<file path="src/rtl/regfile_sb_pkg.sv">
// Shared register-file definitions: default geometry, the register address type,
// and where the source register fields sit in an instruction word.
package regfile_sb_pkg;

  localparam int RF_DATA_W   = 8;
  localparam int RF_NUM_REGS = 4;
  localparam int RF_ADDR_W   = $clog2(RF_NUM_REGS);

  typedef logic [RF_ADDR_W-1:0] reg_addr_t;

  // Source fields for the 4-register configuration: ra = inst[11:10], rb = inst[9:8]
  localparam int INST_W      = 16;
  localparam int INST_RA_LSB = 10;
  localparam int INST_RB_LSB = 8;

  function automatic reg_addr_t inst_ra(input logic [INST_W-1:0] inst);
    return inst[INST_RA_LSB +: RF_ADDR_W];
  endfunction

  function automatic reg_addr_t inst_rb(input logic [INST_W-1:0] inst);
    return inst[INST_RB_LSB +: RF_ADDR_W];
  endfunction

endpackage

</file>
<file path="src/rtl/regfile_sb_if.sv">
// Bundle of read, writeback and issue/scoreboard signals between decode,
// writeback and the register file.
interface regfile_sb_if
  import regfile_sb_pkg::*;
#(
  parameter int DATA_W = RF_DATA_W,
  parameter int ADDR_W = RF_ADDR_W
);

  logic [ADDR_W-1:0] rd_addr_a;
  logic [ADDR_W-1:0] rd_addr_b;
  logic [DATA_W-1:0] rd_data_a;
  logic [DATA_W-1:0] rd_data_b;
  logic              wr_en;
  logic [ADDR_W-1:0] wr_addr;
  logic [DATA_W-1:0] wr_data;
  logic              issue_en;
  logic [ADDR_W-1:0] issue_dst;
  logic              flush;
  logic              hazard;
  logic              issue_ack;
  logic [ADDR_W:0]   pending_cnt;

  modport master (
    output rd_addr_a, rd_addr_b, wr_en, wr_addr, wr_data,
           issue_en, issue_dst, flush,
    input  rd_data_a, rd_data_b, hazard, issue_ack, pending_cnt
  );

  modport slave (
    input  rd_addr_a, rd_addr_b, wr_en, wr_addr, wr_data,
           issue_en, issue_dst, flush,
    output rd_data_a, rd_data_b, hazard, issue_ack, pending_cnt
  );

endinterface

</file>
<file path="src/rtl/regfile_sb_popcount.sv">
// Population count of the scoreboard pending vector.
module sb_popcount #(
  parameter int N     = 4,
  parameter int CNT_W = $clog2(N) + 1
) (
  input  logic [N-1:0]     vec_i,
  output logic [CNT_W-1:0] cnt_o
);

  always_comb begin
    cnt_o = '0;
    for (int i = 0; i < N; i++) begin
      cnt_o = cnt_o + CNT_W'(vec_i[i]);
    end
  end

endmodule

</file>
<file path="src/rtl/regfile_sb.sv">
// N x W register file with two combinational reads, one synchronous write,
// optional zero register / write bypass, and a pending-writeback scoreboard.
module regfile_sb
  import regfile_sb_pkg::*;
#(
  parameter int DATA_W   = RF_DATA_W,
  parameter int NUM_REGS = RF_NUM_REGS,
  parameter int ADDR_W   = $clog2(NUM_REGS),
  parameter int ZERO_REG = 0,
  parameter int BYPASS   = 1
) (
  input  logic          clk,
  input  logic          rst,
  regfile_sb_if.slave   rf
);

  localparam bit ZR = (ZERO_REG != 0);
  localparam bit BP = (BYPASS != 0);

  logic [DATA_W-1:0]   regs_q [NUM_REGS];
  logic [NUM_REGS-1:0] pending_q;
  logic [NUM_REGS-1:0] pending_d;
  logic [NUM_REGS-1:0] eff_p;
  logic [ADDR_W:0]     cnt_q;
  logic [ADDR_W:0]     cnt_d;
  logic                wr_eff;
  logic                iss_eff;
  logic                byp_a;
  logic                byp_b;
  logic                hazard;
  logic                ack;

  function automatic logic [DATA_W-1:0] rd_sel(
    input logic [ADDR_W-1:0] addr,
    input logic [DATA_W-1:0] stored,
    input logic              hit,
    input logic [DATA_W-1:0] wdata
  );
    if (ZR && addr == '0) return '0;
    if (hit)              return wdata;
    return stored;
  endfunction

  // Writes to a hard-wired zero register are dropped entirely
  assign wr_eff = rf.wr_en && !(ZR && rf.wr_addr == '0);

  // Bypass is suppressed under reset so reads return the cleared array
  assign byp_a = BP && !rst && wr_eff && (rf.wr_addr == rf.rd_addr_a);
  assign byp_b = BP && !rst && wr_eff && (rf.wr_addr == rf.rd_addr_b);

  assign rf.rd_data_a = rd_sel(rf.rd_addr_a, regs_q[rf.rd_addr_a], byp_a, rf.wr_data);
  assign rf.rd_data_b = rd_sel(rf.rd_addr_b, regs_q[rf.rd_addr_b], byp_b, rf.wr_data);

  // A writeback landing this cycle already satisfies its consumer when bypassed
  always_comb begin
    eff_p = pending_q;
    if (BP && wr_eff) eff_p[rf.wr_addr] = 1'b0;
  end

  assign hazard = rf.issue_en &&
                  (eff_p[rf.rd_addr_a] || eff_p[rf.rd_addr_b] || eff_p[rf.issue_dst]);
  assign ack     = rf.issue_en && !hazard;
  assign iss_eff = ack && !(ZR && rf.issue_dst == '0);

  assign rf.hazard      = hazard;
  assign rf.issue_ack   = ack;
  assign rf.pending_cnt = cnt_q;

  // Priority: writeback clear, then issue set, then flush clears everything
  always_comb begin
    pending_d = pending_q;
    if (wr_eff)   pending_d[rf.wr_addr]   = 1'b0;
    if (iss_eff)  pending_d[rf.issue_dst] = 1'b1;
    if (rf.flush) pending_d = '0;
    if (ZR)       pending_d[0] = 1'b0;
  end

  sb_popcount #(
    .N     (NUM_REGS),
    .CNT_W (ADDR_W + 1)
  ) u_popcount (
    .vec_i (pending_d),
    .cnt_o (cnt_d)
  );

  always_ff @(posedge clk or posedge rst) begin
    if (rst) begin
      pending_q <= '0;
      cnt_q     <= '0;
    end else begin
      pending_q <= pending_d;
      cnt_q     <= cnt_d;
    end
  end

  always_ff @(posedge clk or posedge rst) begin
    if (rst) begin
      for (int i = 0; i < NUM_REGS; i++) regs_q[i] <= '0;
    end else if (wr_eff) begin
      regs_q[rf.wr_addr] <= rf.wr_data;
    end
  end

endmodule

</file>
<file path="src/flat_wrapper.sv">
// flat-port wrapper written by rule: the top's interface ports become plain ports
module regfile_sb_flat import regfile_sb_pkg::*;
#(
  parameter int DATA_W   = RF_DATA_W,
  parameter int NUM_REGS = RF_NUM_REGS,
  parameter int ADDR_W   = $clog2(NUM_REGS),
  parameter int ZERO_REG = 0,
  parameter int BYPASS   = 1
)
  (clk, rst, rf_rd_addr_a, rf_rd_addr_b, rf_wr_en, rf_wr_addr, rf_wr_data, rf_issue_en, rf_issue_dst, rf_flush, rf_rd_data_a, rf_rd_data_b, rf_hazard, rf_issue_ack, rf_pending_cnt);
  regfile_sb_if #(.DATA_W(DATA_W), .ADDR_W(ADDR_W)) rf_i ();
  input  logic clk;
  input  logic rst;
  input wire logic [$bits(rf_i.rd_addr_a)-1:0] rf_rd_addr_a;
  input wire logic [$bits(rf_i.rd_addr_b)-1:0] rf_rd_addr_b;
  input wire logic [$bits(rf_i.wr_en)-1:0] rf_wr_en;
  input wire logic [$bits(rf_i.wr_addr)-1:0] rf_wr_addr;
  input wire logic [$bits(rf_i.wr_data)-1:0] rf_wr_data;
  input wire logic [$bits(rf_i.issue_en)-1:0] rf_issue_en;
  input wire logic [$bits(rf_i.issue_dst)-1:0] rf_issue_dst;
  input wire logic [$bits(rf_i.flush)-1:0] rf_flush;
  output wire logic [$bits(rf_i.rd_data_a)-1:0] rf_rd_data_a;
  output wire logic [$bits(rf_i.rd_data_b)-1:0] rf_rd_data_b;
  output wire logic [$bits(rf_i.hazard)-1:0] rf_hazard;
  output wire logic [$bits(rf_i.issue_ack)-1:0] rf_issue_ack;
  output wire logic [$bits(rf_i.pending_cnt)-1:0] rf_pending_cnt;
  assign rf_i.rd_addr_a = rf_rd_addr_a;
  assign rf_i.rd_addr_b = rf_rd_addr_b;
  assign rf_i.wr_en = rf_wr_en;
  assign rf_i.wr_addr = rf_wr_addr;
  assign rf_i.wr_data = rf_wr_data;
  assign rf_i.issue_en = rf_issue_en;
  assign rf_i.issue_dst = rf_issue_dst;
  assign rf_i.flush = rf_flush;
  assign rf_rd_data_a = rf_i.rd_data_a;
  assign rf_rd_data_b = rf_i.rd_data_b;
  assign rf_hazard = rf_i.hazard;
  assign rf_issue_ack = rf_i.issue_ack;
  assign rf_pending_cnt = rf_i.pending_cnt;
  regfile_sb #(.DATA_W(DATA_W), .NUM_REGS(NUM_REGS), .ADDR_W(ADDR_W), .ZERO_REG(ZERO_REG), .BYPASS(BYPASS)) u_core (.clk(clk), .rst(rst), .rf(rf_i));
endmodule
</file>
<file path="config.mk">
export PLATFORM = sky130hd
export DESIGN_NAME = regfile_sb_flat
export DESIGN_NICKNAME = d
export VERILOG_FILES = /design/src/rtl/regfile_sb_pkg.sv /design/src/rtl/regfile_sb_if.sv /design/src/rtl/regfile_sb_popcount.sv /design/src/rtl/regfile_sb.sv /design/src/flat_wrapper.sv
export SDC_FILE = /design/constraint.sdc
export NUM_CORES = 1
export LEC_CHECK = 0
export ABC_AREA = 1
export CAP_MARGIN = 20
export CORE_MARGIN = 2
export CORE_UTILIZATION = 53
export CTS_CLUSTER_DIAMETER = 30
export CTS_CLUSTER_SIZE = 10
export DETAILED_ROUTE_END_ITERATION = 8
export DONT_BUFFER_PORTS = 1
export GPL_ROUTABILITY_DRIVEN = 0
export MAX_ROUTING_LAYER = met4
export PLACE_DENSITY_LB_ADDON = 0.05
export SYNTH_ARGS = -nofsm -noshare
export SYNTH_HDL_FRONTEND = slang
export SYNTH_HIERARCHICAL = 1
export SYNTH_SLANG_ARGS = --single-unit
export TNS_END_PERCENT = 20
</file>
<file path="constraint.sdc">
create_clock -name clk -period 2.6 [get_ports clk]
set_input_delay 0 -clock clk [delete_from_list [all_inputs] [get_ports clk]]
set_output_delay 0 -clock clk [all_outputs]
set_load 0.02 [all_outputs]
</file>
; ---- Yosys cells after proc, flatten, opt, wreduce, memory -nomap -nowiden
; Index checks and enable logic that the tools add are counted.
[word_totals]
latch_bits = 0
n_memories = 0
rom_bits = 0
register_bits = 39
mem_bits_rw = 0
output_inout_bits = 21
[classes]
add_sub_neg = 3
multipliers = 0
n_lt_le_gt_ge = 10
n_mux = 28
div = 0
shifts = 0
n_reduce_logical = 12
eq_ne = 2
bitwise_logic = 6
[ops]
columns = op, n
row1 = $mux 8, 9
row2 = $bmux 8 s2, 2
row3 = $bwmux 32, 1
row4 = $demux 8 s2, 1
row5 = $lt 2x3->1 const B, 4
row6 = $mux 4, 3
row7 = $ge 3x3->1 const B, 3
row8 = $not 2->3, 3
row9 = $logic_and 1x1->1, 8
row10 = $mux 1, 7
row11 = $bmux 1 s2, 3
row12 = $and 4x4->4, 1
row13 = $demux 1 s2, 2
row14 = $eq 2x2->1, 2
row15 = $ge 2x1->1 const B, 2
row16 = $not 4->4, 1
row17 = $or 4x4->4, 1
row18 = $add 2x1->3, 1
row19 = $add 3x1->3, 1
row20 = $lt 3x1->1 const B, 1
row21 = $add 1x1->2, 1
row22 = $logic_not 1->1, 2
row23 = $logic_or 1x1->1, 2

; ---- Depth between registers and ports, before layout
[logic_depth]
word_depth = 19
depth_mapped = 14

; ---- Hierarchy
; Netlist, hierarchy kept.
[by_module_without_submodules]
columns = module, n_inst, cells_each, seq_area_each_um2, area_per_inst_um2
row1 = regfile_sb, 1, 309, 975.9, 2368.5
row2 = sb_popcount, 1, 3, 0.0, 45.0

; ---- Worst setup path before layout
; No wires, ideal clock.
[synth_timing]
path_kind = flip-flop to flip-flop
start = reg u_core.pending_q[2]
end = reg u_core.cnt_q[1], in the netlist u_core/rf.pending_cnt[1]
period_less_slack_ns = 1.956
path_stages_with_launch = 11
setup_slack_ns = 0.644
arrival_time_ns = 1.830
setup_ns = 0.126
path_cell_list = dfrtp_1 nand3_1 nand2_2 nor2_4 nand4_4 nor2_1 nor2_1 nor2_1 ha_1 fa_1 ha_1
[synth_between]
elab_chain_cells = 14
[synth_lines]
columns = item, line_no
row1 = from (decl), regfile_sb.sv:21  ; logic [NUM_REGS-1:0] pending_q;
row2 = from (signal assigned), regfile_sb.sv:91  ; pending_q <= pending_d;
row3 = $and 4x4->4 (no source line), -
row4 = $mux 4 *, regfile_sb.sv:57  ; if (BP && wr_eff) eff_p[rf.wr_addr] = 1'b0;
row5 = $bmux 1 s2, regfile_sb.sv:61  ; (eff_p[rf.rd_addr_a] || eff_p[rf.rd_addr_b] || eff_p[rf.issue_dst]);
row6 = $mux 1 (not written as such), regfile_sb.sv:61
row7 = $logic_or 1x1->1, regfile_sb.sv:61
row8 = $logic_or 1x1->1 *, regfile_sb.sv:61
row9 = $logic_and 1x1->1 *, regfile_sb.sv:60  ; assign hazard = rf.issue_en &&
row10 = $logic_not 1->1 *, regfile_sb.sv:62  ; assign ack = rf.issue_en && !hazard;
row11 = $logic_and 1x1->1 *, regfile_sb.sv:62
row12 = $mux 4 *, regfile_sb.sv:73  ; if (iss_eff) pending_d[rf.issue_dst] = 1'b1;
row13 = $mux 4 *, regfile_sb.sv:74  ; if (rf.flush) pending_d = '0;
row14 = via u_core.pending_d[0], regfile_sb.sv:22  ; logic [NUM_REGS-1:0] pending_d;
row15 = $add 1x1->2 *, regfile_sb_popcount.sv:13  ; cnt_o = cnt_o + CNT_W'(vec_i[i]);
row16 = $add 2x1->3 *, regfile_sb_popcount.sv:13
row17 = $add 3x1->3 *, regfile_sb_popcount.sv:13
row18 = via u_core.cnt_d[1], regfile_sb.sv:25  ; logic [ADDR_W:0] cnt_d;
row19 = to (signal assigned), regfile_sb.sv:92  ; cnt_q <= cnt_d;
row20 = to (decl), regfile_sb.sv:24  ; logic [ADDR_W:0] cnt_q;
; Mark *: on every way through the listed nets, which the timed path passes. The rest lies on a longest branch. The select of a mux whose other input is x is not followed.
; A chain may end at the register's enable or synchronous reset.

; ---- Worst setup path in the final report
[layout_timing]
start = reg u_core.pending_q[3]
end = reg u_core.cnt_q[1], in the netlist u_core/rf.pending_cnt[1]
; Same word-level chain as after synthesis.

==> reports/qor.txt <==
=================================================================================================
Nature of the critical path endpoint                                                     register
Layout Nets                                                                                   350
Reg-to-reg critical path startpoint                                                  u_core/pending_q[3]$_DFF_PP0_
Net Count, Synth                                                                              336
Die span in y                                                                             71.5 um
Post_cts resized                                                                                0
Buf/Inv on CP                                                                                   0
Number of top-level pins                                                                       42
Std-Cell Rows                                                                                  24
Placement Cell Area                                                                    2490 sq um
PortBufs                                                                                        0
Die area                                                                               5110 sq um
Layout Skew                                                                              0.215 ps
Cells on Worst Hold Path                                                                        2
Number of warning messages in the yosys log                                                     6
Static leakage                                                                            1.28 nW
Largest delay contributor family on the critical path                                 adder cells
Cell at the root of the clock tree                                                   sky130_fd_sc_hd__clkbuf_8
Hold Fails Final Rpt                                                                            0
Crit-path cells                                                                      nand2_1 > nand2_1 > nand3_2 > nand4_4 > nor2_1 > nor2_1 > nor2_1 > ha_1 > fa_1 > ha_1
Cell seen most often among critical-path stages                                      sky130_fd_sc_hd__nor2_1
Number of global-route vias before repair                                                    2170
Final worst path period need                                                              2160 ps
VDD IR max                                                                             0.000359 V
Primary flip-flop cell chosen by synthesis mapping                                   sky130_fd_sc_hd__dfrtp_1
Arrival time at the worst endpoint                                                        2340 ps
Cell area after technology mapping                                                     2410 sq um
Worst-case clock buffer depth                                                                   2
Class of the tightest hold or removal check                                                in2reg
DR pass1 iterations                                                                             4
Source of the worst hold timing path                                                 rf_wr_addr[0]
Antenna violations before repair                                                                0
Average wire per standard cell                                                            17.3 um
Maximum capacitance violations                                                                  0
Setup repair after global routing missed its margin                                            no
Destination of the worst register-to-register timing path                            u_core/rf.pending_cnt[1]$_DFF_PP0_
Setup slack on the worst flop-to-flop path                                                 440 ps
Type of the worst setup path                                                              reg2reg
Number of buffers inserted to repair setup after CTS                                            0
Power Density                                                                         586 nW/um^2
Total negative setup slack                                                                   0 ps
Synthesized instance count                                                                    312
Flip-flop and latch count after synthesis                                                      39
Largest fanout of any net on the critical path                                                  5
Slowest cell delay on critical path                                                        400 ps
Skew-Pair Late Insertion Delay                                                             290 ps
TritonCTS buffer count                                                                          5
Width of the chip                                                                         71.5 um
Largest net degree at the start of global routing                                              40
Final setup violating endpoints                                                                 0
Average instance area after synthesis                                                  7.74 sq um
Post-route cell area                                                                   2670 sq um
Worst EP required                                                                         2780 ps
Destination of the worst hold path                                                   u_core/regs_q[18]$_DFFE_PP0P_
Total via count after detailed routing                                                       2227
Vias/cell                                                                                    5.88
Max-slew violation count                                                                        0
Number of DRC markers after the initial detailed-route iteration                              140
Fmax                                                                                      463 MHz
CTS sink cnt                                                                                   39
Post-Route WL                                                                             6.58 mm
Clock-pin slew of the registers on the worst-case setup and hold paths                      80 ps
Remaining Overflow, GRT                                                                         0
Remaining antenna violation count after routing                                                 0
Share of flip-flops with an asynchronous set or reset after synthesis                        100%
EDFF count, synth                                                                               0
H-tree depth reported by CTS                                                                    2
Final period utilization                                                                    83.2%
Outcome                                                                                 completed
Depth of the worst register-to-register path                                                   10
Initial cell density of the core                                                            55.1%
Wire length of the first global-routing pass                                              10.7 mm
Number of distinct library cell variants in the gate-level netlist after synthesis             26
Worst max-slew margin expressed relative to the limit                                       46.4%
Standard cell with the maximum stage delay on the critical path                      sky130_fd_sc_hd__dfrtp_1
Critical path startpoint category                                                        register
Hpwl dp                                                                                   4.33 mm
Clock tree from TritonCTS                                                                   built
Total track usage                                                                           28.3%
Core area                                                                              4380 sq um
Proportion of synthesized chip area in sequential cells                                     40.4%
Post-route DRC                                                                                  0
Antenna diodes                                                                                  0
Proportion of layout cells with a drive suffix above 1                                      14.4%
Area growth syn-to-layout                                                                   10.6%
Tightest Pin Transition                                                                    805 ps
=================================================================================================
-- per-layer routing --
metal  global-route usage, %  wire (um)  up-vias
li1                        -          -     1074
met1                    37.4       2870     1038
met2                    42.1       3070      106
met3                    6.47        525        9
met4                    11.9        102        0
met5                       -          0        -
-- power breakdown --
part	switching (W)	internal [W]	total [W]
registers	0.0000583	0.000692	0.000750
logic	0.000262	0.000151	0.000413
clock network	0.000214	0.000188	0.000402
-- flip-flops by register name (all words and copies together) (netlist names) --
signal and cells:
u_core/regs_q 32, u_core/pending_q 4, u_core/rf.pending_cnt 3
-- cells in the final DEF, fill, tap and decap left out --
master	count
sky130_fd_sc_hd__clkinv_2	1
sky130_fd_sc_hd__o21ai_1	11
sky130_fd_sc_hd__nor2_4	1
sky130_fd_sc_hd__nor2_1	18
sky130_fd_sc_hd__inv_1	34
sky130_fd_sc_hd__nand3_2	4
sky130_fd_sc_hd__o21ai_0	61
sky130_fd_sc_hd__dlygate4sd3_1	10
sky130_fd_sc_hd__nand4_4	1
sky130_fd_sc_hd__nand3_1	20
sky130_fd_sc_hd__fa_1	1
sky130_fd_sc_hd__nand2_1	61
sky130_fd_sc_hd__nand2_2	3
sky130_fd_sc_hd__ha_1	2
sky130_fd_sc_hd__inv_2	5
sky130_fd_sc_hd__a21oi_1	17
sky130_fd_sc_hd__buf_4	11
sky130_fd_sc_hd__nor2_2	2
sky130_fd_sc_hd__o2111ai_4	1
sky130_fd_sc_hd__clkbuf_1	2
sky130_fd_sc_hd__clkbuf_8	5
sky130_fd_sc_hd__o2111ai_2	1
sky130_fd_sc_hd__dfrtp_1	39
sky130_fd_sc_hd__a31oi_2	8
sky130_fd_sc_hd__a21oi_2	1
sky130_fd_sc_hd__nand3_4	3
sky130_fd_sc_hd__o22ai_1	4
-- metrics by stage --
step	cells	power [W]	utilization [%]	hold WS, ps	setup slack, ps
after floorplan	312	0.00107	-	81.0	644
after global placement	361	0.00115	56.8	85.4	510
after detailed placement	361	0.00116	56.8	95.6	424
after CTS	379	0.00157	60.9	0.629	448
after global routing	379	0.00165	60.9	18.8	309
final	379	0.00157	60.9	6.40	438
-- cells in the mapped netlist, types with 2 or more instances --
library cell | count | share of area (%)
sky130_fd_sc_hd__nand2_1 | 61 | 9.5
sky130_fd_sc_hd__o21ai_0 | 61 | 13
sky130_fd_sc_hd__dfrtp_1 | 39 | 40
sky130_fd_sc_hd__inv_1 | 34 | 5.3
sky130_fd_sc_hd__nand3_1 | 20 | 4.1
sky130_fd_sc_hd__nor2_1 | 18 | 2.8
sky130_fd_sc_hd__a21oi_1 | 17 | 3.5
sky130_fd_sc_hd__o21ai_1 | 11 | 2.3
sky130_fd_sc_hd__a31oi_2 | 8 | 4.1
sky130_fd_sc_hd__buf_2 | 7 | 1.5
sky130_fd_sc_hd__clkbuf_1 | 5 | 0.78
sky130_fd_sc_hd__inv_2 | 5 | 0.78
sky130_fd_sc_hd__nand3_2 | 4 | 1.7
sky130_fd_sc_hd__o22ai_1 | 4 | 1.0
sky130_fd_sc_hd__nand2_2 | 3 | 0.78
sky130_fd_sc_hd__nand3_4 | 3 | 2.2
sky130_fd_sc_hd__ha_1 | 2 | 1.0
sky130_fd_sc_hd__nor2_2 | 2 | 0.52
-- repair_timing --
item,4_1_cts,5_1_grt
setup endpoints to repair,0,0
endpoints found under the hold margin,74,0
hold buffers,10,0
-- logic make-up (layout without fill, tap and decap cells) --
logic type,Yosys count,after routing,share of synthesized area (%)
DFF,39,39,40.4
and+or+nand+nor,113,113,22.9
AOI/OAI and AO/OA,104,104,25.7
adders and majority gates,3,3,1.87
buffers and inverters,53,68,9.07
-- worst max-delay path by stage --
stage,start,to,slack [ps],cells past startpoint
3_5_place_dp,rf_wr_addr[1],u_core/rf.pending_cnt[1]$_DFF_PP0_,420,12
2_1_floorplan,u_core/pending_q[2]$_DFF_PP0_,u_core/rf.pending_cnt[1]$_DFF_PP0_,640,10
6_report,u_core/pending_q[3]$_DFF_PP0_,u_core/rf.pending_cnt[1]$_DFF_PP0_,440,10
3_3_place_gp,rf_wr_addr[1],u_core/rf.pending_cnt[1]$_DFF_PP0_,510,12
5_1_grt,u_core/pending_q[2]$_DFF_PP0_,u_core/rf.pending_cnt[1]$_DFF_PP0_,310,10
4_1_cts,u_core/pending_q[3]$_DFF_PP0_,u_core/rf.pending_cnt[1]$_DFF_PP0_,450,10
-- area by class of cell --
cell class,count,area [sq um]
clock buffers,7,76.3
inverters,39,146
well taps,52,65.1
clock inverters,1,5.00
multi-input cells,220,1220
repair buffers,21,183
fillers,425,1710
flip-flops and latches,39,976
(Power assumes the default switching activity.)
